$ cat config.mk
export PLATFORM = sky130hd
export DESIGN_NAME = eth_10g_tx_arbiter
export DESIGN_NICKNAME = d
export VERILOG_FILES = /design/src/rtl/eth_tx_arb_pkg.sv /design/src/rtl/eth_st_skid_buf.sv /design/src/rtl/eth_10g_tx_arbiter.sv
export SDC_FILE = /design/constraint.sdc
export NUM_CORES = 1
export LEC_CHECK = 0
export CAP_MARGIN = 20
export CORE_MARGIN = 2
export CORE_UTILIZATION = 30
export DETAILED_ROUTE_END_ITERATION = 10
export GPL_ROUTABILITY_DRIVEN = 0
export GPL_TIMING_DRIVEN = 0
export SYNTH_ARGS = -nofsm -noshare
export SYNTH_HDL_FRONTEND = slang
export SYNTH_SLANG_ARGS = --single-unit
$ cat constraint.sdc
create_clock -name tx_312_5_clk -period 1.85 [get_ports tx_312_5_clk]
set_input_delay 0.2775 -clock tx_312_5_clk [delete_from_list [all_inputs] [get_ports tx_312_5_clk]]
set_output_delay 0.2775 -clock tx_312_5_clk [all_outputs]
set_load 0.01 [all_outputs]
$ cat src/rtl/eth_tx_arb_pkg.sv
// Shared types for the 10G MAC TX packet arbiter: arbiter state, stream beat and
// the round-robin pick used at every arbitration point.
package eth_tx_arb_pkg;

    localparam int unsigned ETH_TX_DATA_W  = 32;
    localparam int unsigned ETH_TX_EMPTY_W = 2;

    typedef enum logic [1:0] {
        StIdle = 2'd0,
        StPkt0 = 2'd1,
        StPkt1 = 2'd2
    } arb_state_t;

    typedef struct packed {
        logic [ETH_TX_DATA_W-1:0]  data;
        logic                      sop;
        logic                      eop;
        logic [ETH_TX_EMPTY_W-1:0] empty;
        logic                      error;
    } tx_beat_t;

    // On a tie the requester that did not send the previous packet wins.
    function automatic arb_state_t arb_pick(input logic req0, input logic req1,
                                            input logic last);
        arb_state_t nxt;
        if (req0 && req1) begin
            nxt = last ? StPkt0 : StPkt1;
        end else if (req0) begin
            nxt = StPkt0;
        end else if (req1) begin
            nxt = StPkt1;
        end else begin
            nxt = StIdle;
        end
        return nxt;
    endfunction

endpackage

$ cat src/rtl/eth_st_skid_buf.sv
// Two-entry registered skid buffer for tx_beat_t. Input ready depends only on
// occupancy, so downstream ready never reaches the upstream side combinationally.
module eth_st_skid_buf
    import eth_tx_arb_pkg::*;
(
    input  logic     clk_i,
    input  logic     rst_ni,
    input  tx_beat_t in_beat_i,
    input  logic     in_valid_i,
    output logic     in_ready_o,
    output tx_beat_t out_beat_o,
    output logic     out_valid_o,
    input  logic     out_ready_i
);

    logic [1:0] count_q, count_d;
    tx_beat_t   head_q, head_d;
    tx_beat_t   tail_q, tail_d;
    logic       push;
    logic       pop;

    // Occupancy and entry movement; the head entry always drives the output.
    always_comb begin
        in_ready_o = (count_q != 2'd2);
        push       = in_valid_i && in_ready_o;
        pop        = (count_q != 2'd0) && out_ready_i;
        count_d    = count_q;
        head_d     = head_q;
        tail_d     = tail_q;
        case (count_q)
            2'd1: begin
                if (pop && push) begin
                    head_d = in_beat_i;
                end else if (pop) begin
                    count_d = 2'd0;
                end else if (push) begin
                    tail_d  = in_beat_i;
                    count_d = 2'd2;
                end
            end
            2'd2: begin
                if (pop) begin
                    head_d  = tail_q;
                    count_d = 2'd1;
                end
            end
            default: begin
                if (push) begin
                    head_d  = in_beat_i;
                    count_d = 2'd1;
                end
            end
        endcase
        out_beat_o  = head_q;
        out_valid_o = (count_q != 2'd0);
    end

    // Buffer registers with synchronous active-low reset.
    always_ff @(posedge clk_i) begin
        if (!rst_ni) begin
            count_q <= 2'd0;
            head_q  <= '0;
            tail_q  <= '0;
        end else begin
            count_q <= count_d;
            head_q  <= head_d;
            tail_q  <= tail_d;
        end
    end

endmodule

$ cat src/rtl/eth_10g_tx_arbiter.sv
// Packet-granular round-robin arbiter merging two Avalon-ST sources onto the
// 10G MAC TX stream through a 2-entry skid buffer.
// Optional statistics ports are compiled in with ETH_TX_ARB_STATS_EN.
module eth_10g_tx_arbiter
    import eth_tx_arb_pkg::*;
#(
    parameter int unsigned DATA_W  = ETH_TX_DATA_W,
    parameter int unsigned EMPTY_W = ETH_TX_EMPTY_W
) (
    input  logic               tx_312_5_clk,
    input  logic               tx_rst_n,
    input  logic [DATA_W-1:0]  in0_data,
    input  logic               in0_startofpacket,
    input  logic               in0_endofpacket,
    input  logic [EMPTY_W-1:0] in0_empty,
    input  logic               in0_error,
    input  logic               in0_valid,
    output logic               in0_ready,
    input  logic [DATA_W-1:0]  in1_data,
    input  logic               in1_startofpacket,
    input  logic               in1_endofpacket,
    input  logic [EMPTY_W-1:0] in1_empty,
    input  logic               in1_error,
    input  logic               in1_valid,
    output logic               in1_ready,
    output logic [DATA_W-1:0]  avalon_st_tx_data,
    output logic               avalon_st_tx_startofpacket,
    output logic               avalon_st_tx_endofpacket,
    output logic [EMPTY_W-1:0] avalon_st_tx_empty,
    output logic               avalon_st_tx_error,
    output logic               avalon_st_tx_valid,
`ifdef ETH_TX_ARB_STATS_EN
    output logic [31:0]        stat_pkt0,
    output logic [31:0]        stat_pkt1,
    output logic [15:0]        stat_drop,
`endif
    input  logic               avalon_st_tx_ready
);

    arb_state_t state_q, state_d;
    logic       last_q, last_d;
    logic       req0, req1;
    logic       skid_in_ready;
    logic       push_valid;
    tx_beat_t   beat0, beat1, push_beat, head_beat;
    logic       drop0, drop1;
    logic       eop0, eop1;

    // Grant, readies, discard detection and same-cycle re-arbitration on eop.
    always_comb begin
        beat0      = '{data: in0_data, sop: in0_startofpacket, eop: in0_endofpacket,
                       empty: in0_empty, error: in0_error};
        beat1      = '{data: in1_data, sop: in1_startofpacket, eop: in1_endofpacket,
                       empty: in1_empty, error: in1_error};
        req0       = in0_valid && in0_startofpacket;
        req1       = in1_valid && in1_startofpacket;
        in0_ready  = 1'b0;
        in1_ready  = 1'b0;
        push_valid = 1'b0;
        push_beat  = beat0;
        state_d    = state_q;
        last_d     = last_q;
        drop0      = 1'b0;
        drop1      = 1'b0;
        eop0       = 1'b0;
        eop1       = 1'b0;
        case (state_q)
            StPkt0: begin
                in0_ready  = skid_in_ready;
                push_valid = in0_valid;
                drop1      = in1_valid && !in1_startofpacket;
                if (in0_valid && skid_in_ready && in0_endofpacket) begin
                    eop0    = 1'b1;
                    last_d  = 1'b0;
                    state_d = arb_pick(req0, req1, 1'b0);
                end
            end
            StPkt1: begin
                in1_ready  = skid_in_ready;
                push_valid = in1_valid;
                push_beat  = beat1;
                drop0      = in0_valid && !in0_startofpacket;
                if (in1_valid && skid_in_ready && in1_endofpacket) begin
                    eop1    = 1'b1;
                    last_d  = 1'b1;
                    state_d = arb_pick(req0, req1, 1'b1);
                end
            end
            default: begin
                drop0   = in0_valid && !in0_startofpacket;
                drop1   = in1_valid && !in1_startofpacket;
                state_d = arb_pick(req0, req1, last_q);
            end
        endcase
        // Non-sop beats from an ungranted source are swallowed.
        if (drop0) in0_ready = 1'b1;
        if (drop1) in1_ready = 1'b1;
    end

    // Arbiter state; last starts at 1 so requester 0 wins the first tie.
    always_ff @(posedge tx_312_5_clk) begin
        if (!tx_rst_n) begin
            state_q <= StIdle;
            last_q  <= 1'b1;
        end else begin
            state_q <= state_d;
            last_q  <= last_d;
        end
    end

    eth_st_skid_buf u_skid (
        .clk_i       (tx_312_5_clk),
        .rst_ni      (tx_rst_n),
        .in_beat_i   (push_beat),
        .in_valid_i  (push_valid),
        .in_ready_o  (skid_in_ready),
        .out_beat_o  (head_beat),
        .out_valid_o (avalon_st_tx_valid),
        .out_ready_i (avalon_st_tx_ready)
    );

    assign avalon_st_tx_data          = head_beat.data;
    assign avalon_st_tx_startofpacket = head_beat.sop;
    assign avalon_st_tx_endofpacket   = head_beat.eop;
    assign avalon_st_tx_empty         = head_beat.empty;
    assign avalon_st_tx_error         = head_beat.error;

`ifdef ETH_TX_ARB_STATS_EN
    logic [31:0] stat_pkt0_q, stat_pkt0_d;
    logic [31:0] stat_pkt1_q, stat_pkt1_d;
    logic [15:0] stat_drop_q, stat_drop_d;
    logic [16:0] drop_sum;

    // Wrapping packet counts; drop count saturates (up to two drops per cycle).
    always_comb begin
        stat_pkt0_d = stat_pkt0_q + {31'd0, eop0};
        stat_pkt1_d = stat_pkt1_q + {31'd0, eop1};
        drop_sum    = {1'b0, stat_drop_q} + {16'd0, drop0} + {16'd0, drop1};
        stat_drop_d = drop_sum[16] ? 16'hFFFF : drop_sum[15:0];
    end

    // Statistics registers.
    always_ff @(posedge tx_312_5_clk) begin
        if (!tx_rst_n) begin
            stat_pkt0_q <= '0;
            stat_pkt1_q <= '0;
            stat_drop_q <= '0;
        end else begin
            stat_pkt0_q <= stat_pkt0_d;
            stat_pkt1_q <= stat_pkt1_d;
            stat_drop_q <= stat_drop_d;
        end
    end

    assign stat_pkt0 = stat_pkt0_q;
    assign stat_pkt1 = stat_pkt1_q;
    assign stat_drop = stat_drop_q;
`endif

endmodule

---- Word-level counts from Yosys, hierarchy flattened ----
Cells that the tools add are included.
storage, ports and cells
  bits of input ports ..................... 79
  RAM bits ................................ 0
  bits in latches ......................... 0
  ROM bits ................................ 0
  memories kept ........................... 0
  bits in registers ....................... 79
cells by class
  shift-type cells ........................ 0
  bitwise operators ....................... 2
  divide/modulo/power cells ............... 0
  eq/ne operators ......................... 11
  add/sub/neg operators ................... 0
  $lt $le $gt $ge ......................... 0
  reductions and logical operators ........ 22
  multiply operators ...................... 0
  multiplexer cells ....................... 30
operator list
  kind                                           number
  2-to-1 mux 37 bit                              4
  one-hot mux 37 bit (2 select lines)            1
  2-to-1 mux 2 bit                               13
  logical AND 1 bit                              12
  2-to-1 mux 1 bit                               8
  != test 2 bit, second input constant           4
  one-hot mux 2 bit (2 select lines)             2
  AND reduction 4 bit                            2
  AND reduction 3 bit                            2
  == test 2 x 1 -> 1 bit, second input constant  2
  == test 2 bit, second input constant           2
  != test 2 x 1 -> 1 bit, second input constant  2
  one-hot mux 1 bit (2 select lines)             2
  nonzero test 2 bit                             2
  != test 3 x 1 -> 1 bit, second input constant  1
  nonzero test 3 bit                             1
  logical NOT 1 bit                              2
  NOT 1 bit                                      2
  AND reduction 2 bit                            1

---- Logic depth before layout (Yosys ltp) ----
Gate-level depths: netlist (run 1).
  depth after elaboration ................. 7
  mapped depth ............................ 9
  depth with buffers taken out ............ 6

---- By module ----
From an unflattened synthesis (run 1), not the netlist that was laid out.
second synthesis, totals
  cells, all modules ...................... 541
  area, all modules ....................... 4598.2 µm²
modules (own cells, without submodules)
  module              instances  cells an instance  area each (µm²)
  eth_st_skid_buf     1          460                3836.2
  eth_10g_tx_arbiter  1          81                 762.0

---- Least setup slack after synthesis (run 1) ----
No wires, ideal clock.
  kind .................................... reg-to-reg
  from .................................... register state_q[0]
  to ...................................... register u_skid.tail_q[0] in the netlist's numbering
  path slack .............................. -0.035 ns
  cell stages (with the launch flop) ...... 8
  period minus slack after synthesis ...... 1.885 ns
  buffers on the path ..................... 2
  required time ........................... 1.704 ns
  data arrival time ....................... 1.738 ns
  path through ............................ dfxtp_1 inv_1 ha_1 or2_4 nor4b_2 buf_4 buf_2 a211oi_2
on the way
  word-level cells in the longest chain between the ends .. 6
RTL lines
  what                                                            RTL line                   text
  start: declaration                                              eth_10g_tx_arbiter.sv:40   arb_state_t state_q, state_d;
  start signal: assignment                                        eth_10g_tx_arbiter.sv:103  state_q <= StIdle;
  start signal: assignment                                        eth_10g_tx_arbiter.sv:106  state_q <= state_d;
  == test 2 bit / == test 2 x 1 -> 1 bit (equally long branches)  eth_10g_tx_arbiter.sv:67   case (state_q)
  one-hot mux 1 bit (2 select lines)                              eth_10g_tx_arbiter.sv:67
  logical AND 1 bit                                               eth_st_skid_buf.sv:25      push = in_valid_i && in_ready_o;
  logical AND 1 bit                                               eth_st_skid_buf.sv:32      if (pop && push) begin
  NOT 1 bit (no source line)                                      --
  AND reduction 4 bit (no source line)                            --
  end signal: assignment                                          eth_st_skid_buf.sv:67      tail_q <= tail_d;
  end: declaration                                                eth_st_skid_buf.sv:18      tx_beat_t tail_q, tail_d;
Parallel ways exist; a longest one is shown, timed or not.
A chain may end at the register's enable or synchronous reset.

---- Worst setup path after layout (run 1) ----
  from .................................... register u_skid.count_q[0]
  to ...................................... register u_skid.tail_q[2] in the netlist's numbering
on the way
  word-level cells in the longest chain between the ends .. 5
RTL lines
  what                                                        RTL line                                      text
  start: declaration                                          eth_st_skid_buf.sv:16                         logic [1:0] count_q, count_d;
  start signal: assignment                                    eth_st_skid_buf.sv:65                         count_q <= count_d;
  != test 2 bit / nonzero test 2 bit (equally long branches)  eth_st_skid_buf.sv:24, eth_st_skid_buf.sv:26
  logical AND 1 bit, on equally long branches                 eth_st_skid_buf.sv:25, eth_st_skid_buf.sv:26
  logical AND 1 bit                                           eth_st_skid_buf.sv:32
  NOT 1 bit (no source line)                                  --
  AND reduction 4 bit (no source line) *                      --
Every way passes the cells marked *; elsewhere a longest branch is shown, timed or not.

==> results of run 1 <==
final cells by class:
| type | instances | area, sq um | share of cell area (%) |
|---|---|---|---|
| plain buffers | 36 | 319 | 5.01 |
| clock buffers | 10 | 239 | 3.75 |
| clock inverters | 6 | 92.6 | 1.45 |
| inverters | 8 | 32.5 | 0.511 |
| multi-input cells | 303 | 2390 | 37.5 |
| flip-flops and latches | 79 | 1590 | 24.9 |
| well taps | 176 | 220 | 3.46 |
| repair buffers | 144 | 1490 | 23.4 |
sequential cells by signal, summed over array words and instances (netlist names):
signal             count
state_q                2
last_q                 1
u_skid.tail_q         37
u_skid.count_q         2
u_skid.out_beat_o     37
worst min-delay path, stage by stage, from the launching register on:
cell,delay [ns]
dfxtp_1,0.31
nand2_1,0.05
mux2i_1,0.05
through the flow:
step | power [mW] | worst slack, ns | cell area [sq um]
2_1_floorplan | 2.61 | 0.00937 | 4030
3_3_place_gp | 3.17 | -0.861 | 5430
3_5_place_dp | 3.20 | -0.904 | 5430
4_1_cts | 5.26 | -0.0643 | 6000
5_1_grt | 5.67 | -0.187 | 6370
6_report | 5.42 | -0.113 | 6370
per-layer routing:
layer	global-route usage, %	vias to the layer above	part of all wire (%)	wire length (um)
li1	-	1829	-	-
met1	22.1	1743	45	5540
met2	26.6	103	49	5950
met3	3.23	7	5.2	632
met4	4.26	0	0.68	83
met5	0	-	0	0
logic make-up (layout without fill, tap and decap cells):
| kind of cell | count (synthesis) | count (layout) | synth area share, % |
|---|---|---|---|
| simple gates | 129 | 129 | 13.1 |
| compound gates | 94 | 94 | 21.6 |
| flops | 79 | 79 | 39.2 |
| mux | 75 | 75 | 18.6 |
| buf+inv | 45 | 204 | 5.90 |
| fa+ha+maj | 5 | 5 | 1.55 |
cell usage in the layout, fill, tap and decap left out, types with 3 or more instances in the layout:
| cell type | count |
|---|---|
| buf_6 | 9 |
| mux2i_1 | 74 |
| ha_4 | 4 |
| a21oi_1 | 3 |
| nor2_1 | 20 |
| buf_1 | 3 |
| clkdlybuf4s50_1 | 115 |
| inv_1 | 4 |
| buf_12 | 4 |
| clkbuf_16 | 16 |
| buf_8 | 4 |
| clkbuf_1 | 13 |
| dfxtp_2 | 3 |
| nor2_2 | 17 |
| buf_2 | 4 |
| nor2_4 | 4 |
| a211oi_2 | 33 |
| nand2_1 | 76 |
| a211oi_1 | 5 |
| o211ai_1 | 37 |
| buf_4 | 17 |
| dfxtp_1 | 75 |
worst min path at each step:
| stage | start | endpoint | slack, ns | cells past startpoint |
|---|---|---|---|---|
| 2_1_floorplan | state_q[0] | state_q[0] | 0.47 | 2 |
| 6_report | u_skid.out_beat_o[23] | u_skid.out_beat_o[23] | 0.46 | 2 |
| 3_3_place_gp | u_skid.out_beat_o[34] | u_skid.out_beat_o[34] | 0.45 | 2 |
| 5_1_grt | u_skid.out_beat_o[25] | u_skid.out_beat_o[25] | 0.48 | 2 |
| 4_1_cts | u_skid.out_beat_o[24] | u_skid.out_beat_o[24] | 0.46 | 2 |
| 3_5_place_dp | u_skid.out_beat_o[25] | u_skid.out_beat_o[25] | 0.45 | 2 |
repair_timing:
item | CTS | global route
gates cloned | 0 | 8
pin swaps | 7 | 31
buffers inserted | 11 | 7
gates resized for setup | 52 | 53
setup endpoints to repair | 75 | 76
where the power goes:
| part | internal (mW) | switching, mW | leakage, nW |
|---|---|---|---|
| combinational | 0.888 | 0.655 | 1.72 |
| clock | 1.23 | 0.728 | 0.155 |
| sequential | 1.84 | 0.0786 | 0.641 |
==> flow_metrics.env, run 1 <==
export IMPL_fin_ws_ns=-0.113
export IMPL_final_min_clock_period_ns=1.96
export IMPL_critical_path_required_ns=2.10
export IMPL_path_common_cell="buf_6"
export IMPL_grt_pass1_wl_mm=18.5
export IMPL_ir_drop_v=0.000464
export IMPL_reg2reg_to="u_skid.tail_q[2]"
export IMPL_drtAntennaViolNets=0
export IMPL_status="complete, but fails checks"
export IMPL_cts_hold_buf=0
export IMPL_drive_gt1_share_pct=23.5
export IMPL_io_buffers=118
export IMPL_period_share_pct=106
export IMPL_seq_area_frac_synth_pct=39.2
export IMPL_hold_ws_ns=0.459
export IMPL_wl_per_cell_um=16.0
export IMPL_setup_viol=75
export IMPL_die_x_um=120
export IMPL_clockRootBuffer="clkbuf_16"
export IMPL_utilization_pct=48.3
export IMPL_cp_start_kind="flop"
export IMPL_antenna_found_initial=0
export IMPL_cts_inserted_buffers=9
export IMPL_violations="setup timing"
export IMPL_slew_viol_final=0
export IMPL_synth_area_leaders="dfxtp_1 39%, mux2i_1 19%, a211oi_2 9.3%"
export IMPL_rr_startpoint="u_skid.count_q[0]"
export IMPL_synth_top_area_share_pct=39.2
export IMPL_totalWireLength_mm=12.2
export IMPL_maxCapViolations=0
export IMPL_final_hold_viol_count=0
export IMPL_netlist_top_cell_by_area="dfxtp_1"
export IMPL_cts_clk_slew_worst_paths_ns=0.06
export IMPL_ys_types=40
export IMPL_start_util_pct=30.6
export IMPL_tritoncts="done"
export IMPL_syn_area_per_cell_sq_um=9.44
export IMPL_grt_pass1_vias=3682
export IMPL_fillers=1216
export IMPL_vias_per_cell=4.83
export IMPL_hold_class="flop to flop"
export IMPL_ff2ff_setup_slack_ns=-0.11
export IMPL_netlist_instances=427
export IMPL_synth_area_sq_um=4030
export IMPL_die_area_sq_um=14400
export IMPL_instances_no_fill=762
export IMPL_ys_seq_elements=79
export IMPL_worst_setup_path_end_kind="flop"
export IMPL_slowest_delay_ns=0.39
export IMPL_overflow=0
export IMPL_syn_to_final_growth_pct=58.1
export IMPL_endpoint="u_skid.tail_q[2]"
export IMPL_path_max_fanout=7
export IMPL_setup_tns_final_ns=-5.50
export IMPL_leakage_nw=2.52
export IMPL_dominantRegCellSynth="dfxtp_1"
export IMPL_cp_arrival_ns=2.21
export IMPL_htreeDepth=3
export IMPL_rr_worst_depth=9
export IMPL_synthTopCellsByCount="79 x dfxtp_1, 76 x nand2_1, 75 x mux2i_1"
export IMPL_num_rows=42
export IMPL_crit_path_cell_trace="inv_2, ha_4, buf_6, or2_4, nor4b_4, buf_6, buf_8, nor2_2, a211oi_2"
export IMPL_rsz0062_at_grt="yes"
export IMPL_dpl_cell_count=721
export IMPL_synth_net_count=511
export IMPL_grt_max_degree=15
export IMPL_ys_async_sr_fraction_pct=0
export IMPL_core_area_sq_um=13200
export IMPL_cts_sinks=79
export IMPL_path_depth=9
export IMPL_crit_family="simple AND/OR/NAND/NOR gates"
export IMPL_cts_buffer_depth=2
export IMPL_tightest_slew_ns=0.736
export IMPL_max_clock_freq_ghz=0.509
export IMPL_dr_pass1_iters=7
export IMPL_insertion_delay_ns=0.33
export IMPL_max_slew_margin_rel_pct=50.9
export IMPL_first_iter_violations=128
export IMPL_dpl_hpwl_mm=8.28
export IMPL_critPathBufInv=4
export IMPL_finalNetCount=665
export IMPL_p_per_area_nw_per_um2=850
export IMPL_yosysWarnings=0
export IMPL_drc=0
export IMPL_io_pins=119
export IMPL_critPathLaunch="u_skid.count_q[0]"
export IMPL_cp_slowest_cell="nor4b_4"
export IMPL_grt_usage_pct=16.3
export IMPL_path_class="flop to flop"
export IMPL_vias=3682
export IMPL_yosysMostFrequentCell="dfxtp_1"
export IMPL_diodes=0
export IMPL_die_height_um=120
export IMPL_synth_edff_count=0
export IMPL_clock_skew_ns=0.00945
Note: power is estimated with default switching activity, not from simulation.
==> run 2: changes to the inputs <==
- GPL_ROUTABILITY_DRIVEN: 0 -> 1
- clock period: 1.85 -> 2.3 ns (I/O delays scaled with it)
==> run 2 against run 1 <==
Against the previous run:
- the flow now finishes without violations
- clock power fell by 17%
- die area unchanged
- clock skew about the same
- final area shrank 8.9%
- critical path depth decreased by 4
- worst hold slack worse by 0.00055 ns
- clock-buffer cell count stayed put
- critical endpoint is now in0_ready
- wire length is 9.3% lower
- global-route usage fell by 0.61 points
- via count down 3.6%
- flip-flop and latch count unchanged
==> flow_metrics.env, run 2 (same netlist as run 1, synthesis figures left out) <==
export IMPL_status="completed"
export IMPL_slew_viol_final=0
export IMPL_path_max_fanout=10
export IMPL_cp_start_kind="flop"
export IMPL_dr_pass1_iters=4
export IMPL_p_total_mw=4.16
export IMPL_grt_max_degree=14
export IMPL_htreeDepth=3
export IMPL_utilization_pct=44.0
export IMPL_final_cell_area_sq_um=5810
export IMPL_maxCapViolations=0
export IMPL_gp_congestion=0.727
export IMPL_first_iter_violations=163
export IMPL_die_height_um=120
export IMPL_tightest_slew_ns=0.738
export IMPL_overflow=0
export IMPL_drtAntennaViolNets=0
export IMPL_cts_hold_buf=0
export IMPL_finalNetCount=641
export IMPL_syn_to_final_growth_pct=44.1
export IMPL_io_buffers=118
export IMPL_grt_pass1_wl_mm=17.9
export IMPL_path_class="flop to output port"
export IMPL_vias=3550
export IMPL_grt_usage_pct=15.7
export IMPL_layout_commonest_cell="clkdlybuf4s50_1"
export IMPL_num_rows=42
export IMPL_insertion_delay_ns=0.33
export IMPL_setup_tns_final_ns=0
export IMPL_period_share_pct=96.1
export IMPL_critical_path_required_ns=1.96
export IMPL_start_util_pct=30.6
export IMPL_tritoncts="done"
export IMPL_p_per_area_nw_per_um2=716
export IMPL_max_slew_margin_rel_pct=50.8
export IMPL_clockRootBuffer="clkbuf_16"
export IMPL_setup_viol=0
export IMPL_clock_skew_ns=0.00921
export IMPL_grt_pass1_vias=3537
export IMPL_worst_setup_path_end_kind="output port"
export IMPL_max_clock_freq_ghz=0.452
export IMPL_cts_buffer_depth=2
export IMPL_dpl_hpwl_mm=8.33
export IMPL_diodes=0
export IMPL_final_min_clock_period_ns=2.21
export IMPL_drc=0
export IMPL_final_hold_viol_count=0
export IMPL_die_x_um=120
export IMPL_leakage_nw=2.24
export IMPL_cts_sinks=79
export IMPL_cts_inserted_buffers=9
export IMPL_hold_class="flop to flop"
export IMPL_cts_clk_slew_worst_paths_ns=0.06
export IMPL_final_cell_mix="117 x clkdlybuf4s50_1, 79 x dfxtp_1, 76 x nand2_1"
export IMPL_core_area_sq_um=13200
export IMPL_drive_gt1_share_pct=12.7
export IMPL_cp_arrival_ns=1.87
export IMPL_rsz0062_at_grt="no"
export IMPL_wl_per_cell_um=15.0
export IMPL_totalWireLength_mm=11.1
export IMPL_die_area_sq_um=14400
export IMPL_io_pins=119
export IMPL_ir_drop_v=0.000282
export IMPL_placed_area_sq_um=5430
export IMPL_antenna_found_initial=0
export IMPL_vias_per_cell=4.82
## run 2: final cells by class
class / count / area [sq um]
inverters: 8 / 33.8
plain buffers: 36 / 219
well taps: 176 / 220
clock buffers: 10 / 229
fillers: 1278 / 7380
repair buffers: 120 / 1190
flip-flops and latches: 79 / 1580
multi-input cells: 303 / 2220
clock inverters: 5 / 106
## run 2: worst paths after layout
check                        start               endpoint  slack [ns]  cells past startpoint
max              u_skid.count_q[1]              in0_ready        0.09                      5
min          u_skid.out_beat_o[21]  u_skid.out_beat_o[21]        0.46                      2
max reg2reg             state_q[0]       u_skid.tail_q[8]        0.21                      7
min reg2reg  u_skid.out_beat_o[21]  u_skid.out_beat_o[21]        0.46                      2
## run 2: repair_timing
action | in CTS | in global routing
gates resized for setup | 9 | 2
cloned | 0 | 0
endpoints found under the setup margin | 2 | 15
setup buffers | 1 | 1
## run 2: worst max-delay path, cell delays in order, from the launching register on
cell and delay (ns):
dfxtp_1 0.40, ha_4 0.21, clkinvlp_4 0.10, clkbuf_4 0.19
a21o_1 0.17, clkdlybuf4s50_1 0.47
## run 2: metal layers
layer	vias to the layer above	track usage [%]	part of all wire, %
li1	1786	-	-
met1	1655	20.1	47
met2	103	26.4	47
met3	6	3.75	5.5
met4	0	4.34	0.59
met5	-	0	0
## run 2: where the power goes
group	internal, mW	switching (mW)
Combinational	0.544	0.452
Clock	1.06	0.563
Sequential	1.48	0.0608
## run 2: stage by stage
step                      hold WS (ns)  setup slack [ns]  instances
after floorplan                  0.468             0.415        427
final                            0.459            0.0886        737
after global placement           0.449            -0.496        721
after global routing             0.479            0.0170        737
after CTS                        0.465            0.0321        736
after detailed placement         0.451            -0.527        721
==> run 3: changes to the inputs <==
- CAP_MARGIN: 20 -> default
- REMOVE_ABC_BUFFERS: default -> 1
==> run 3 against run 2 <==
Against the previous run:
- combinational power about the same
- clock skew fell by 0.0044 ns
- final area grew 2.3%
- register-to-register slack worse by 0.07 ns
- non-clock buffer count decreased by 22
- largest power group unchanged
- global-route usage fell by 0.33 points
- largest cell class unchanged
==> flow_metrics.env, run 3 (same netlist as run 1, synthesis figures left out) <==
export IMPL_crit_path_cell_trace="clkdlybuf4s50_1, nor3b_1, a21o_1, clkdlybuf4s50_1"
export IMPL_antenna_found_initial=0
export IMPL_tritoncts="done"
export IMPL_path_max_fanout=6
export IMPL_start_util_pct=30.6
export IMPL_cp_arrival_ns=1.82
export IMPL_vias_per_cell=4.86
export IMPL_worst_setup_path_end_kind="output port"
export IMPL_io_buffers=118
export IMPL_htreeDepth=3
export IMPL_cts_clk_slew_worst_paths_ns=0.06
export IMPL_final_min_clock_period_ns=2.17
export IMPL_clockRootBuffer="clkbuf_16"
export IMPL_setup_tns_final_ns=0
export IMPL_die_height_um=120
export IMPL_die_area_sq_um=14400
export IMPL_num_rows=42
export IMPL_finalNetCount=620
export IMPL_setup_viol=0
export IMPL_vias=3483
export IMPL_fin_ws_ns=0.130
export IMPL_rsz0062_at_grt="no"
export IMPL_max_clock_freq_ghz=0.461
export IMPL_slew_viol_final=0
export IMPL_max_slew_margin_rel_pct=41.6
export IMPL_dpl_cell_count=692
export IMPL_path_class="primary input to output port"
export IMPL_period_share_pct=94.3
export IMPL_route_met2_wl_mm=5.16
export IMPL_tightest_slew_ns=0.874
export IMPL_critical_path_required_ns=1.96
export IMPL_grt_pass1_wl_mm=17.4
export IMPL_die_x_um=120
export IMPL_drive_gt1_share_pct=14.2
export IMPL_maxCapViolations=0
export IMPL_cts_inserted_buffers=9
export IMPL_diodes=0
export IMPL_io_pins=119
export IMPL_final_hold_viol_count=0
export IMPL_path_common_cell="clkdlybuf4s50_1"
export IMPL_wl_met1_mm=4.83
export IMPL_status="completed"
export IMPL_final_cell_mix="116 x clkdlybuf4s50_1, 77 x dfxtp_1, 76 x nand2_1"
export IMPL_cts_buffer_depth=2
export IMPL_overflow=0
export IMPL_hold_ws_ns=0.460
export IMPL_layout_commonest_cell="clkdlybuf4s50_1"
export IMPL_core_area_sq_um=13200
export IMPL_cp_slowest_cell="clkdlybuf4s50_1"
export IMPL_dr_pass1_iters=4
export IMPL_p_per_area_nw_per_um2=709
export IMPL_slowest_delay_ns=0.62
export IMPL_instances_no_fill=717
export IMPL_ir_drop_v=0.000347
export IMPL_grt_pass1_vias=3481
export IMPL_totalWireLength_mm=10.8
export IMPL_fillers=1250
export IMPL_insertion_delay_ns=0.35
export IMPL_wl_per_cell_um=15.0
export IMPL_cp_start_kind="primary input"
export IMPL_top_layer="met4"
export IMPL_syn_to_final_growth_pct=47.4
export IMPL_leakage_nw=2.30
export IMPL_first_iter_violations=155
export IMPL_cts_sinks=79
export IMPL_crit_family="buffers and inverters"
export IMPL_final_cell_area_sq_um=5940
export IMPL_hold_class="flop to flop"
export IMPL_dpl_hpwl_mm=6.65
export IMPL_dp_slack_ns=-0.952
export IMPL_clock_skew_ns=0.00477
export IMPL_gp_congestion=0.662
export IMPL_drtAntennaViolNets=0
export IMPL_grt_max_degree=50
export IMPL_placed_area_sq_um=5370
export IMPL_critPathBufInv=2
export IMPL_drc=0
export IMPL_grt_usage_pct=15.4
export IMPL_wl_met3_um=501
run 3: tightest hold or removal path, cell delays in order, from the launching register on:
cell and delay, ns:
dfxtp_1 0.31, nand2_1 0.05, mux2i_1 0.05
run 3: path summary, 6_finish.rpt:
| kind | from | depth (start not counted) | end | slack, ns |
|---|---|---|---|---|
| setup / recovery | in0_valid | 4 | in0_ready | 0.13 |
| hold / removal | u_skid.out_beat_o[1] | 2 | u_skid.out_beat_o[1] | 0.46 |
| setup reg to reg | u_skid.count_q[0] | 10 | u_skid.tail_q[13] | 0.14 |
| hold reg to reg | u_skid.out_beat_o[1] | 2 | u_skid.out_beat_o[1] | 0.46 |
run 3: where the power goes:
group          internal, mW  total, mW  switching [mW]
sequential             1.48       1.54          0.0602
clock                  1.06       1.64           0.584
combinational         0.567       1.03           0.460
total                  3.11       4.21            1.10
run 3: area by class of cell:
class	count	area, sq um	share of cell area (%)
tap	176	220	3.71
clock inverter	6	109	1.83
clock buffer	10	229	3.86
timing repair inverter	1	8.76	0.147
multi-input combinational	303	2260	38.1
inverter	8	57.6	0.969
timing repair buffer	134	1470	24.7
sequential	79	1580	26.7
run 3: timing repair:
item,in CTS,in global routing
setup endpoints to repair,76,18
hold buffers,0,0
resized for setup,11,10
cloned,3,0
pin swaps,2,0
buffers inserted,6,0
run 3: layer usage:
layer  global-route usage, %  vias to the layer above
met1                    18.1                     1639
met3                    3.56                       16
li1                        -                     1744
met5                       0                        -
met4                    7.50                        0
met2                    26.2                       84
run 3: through the flow:
stage | utilization (%) | power, mW
floorplan | - | 2.08
global placement | 39.6 | 2.57
detailed placement | 40.7 | 2.56
CTS | 44.7 | 4.26
global route | 45.0 | 4.39
finish | 45.0 | 4.21
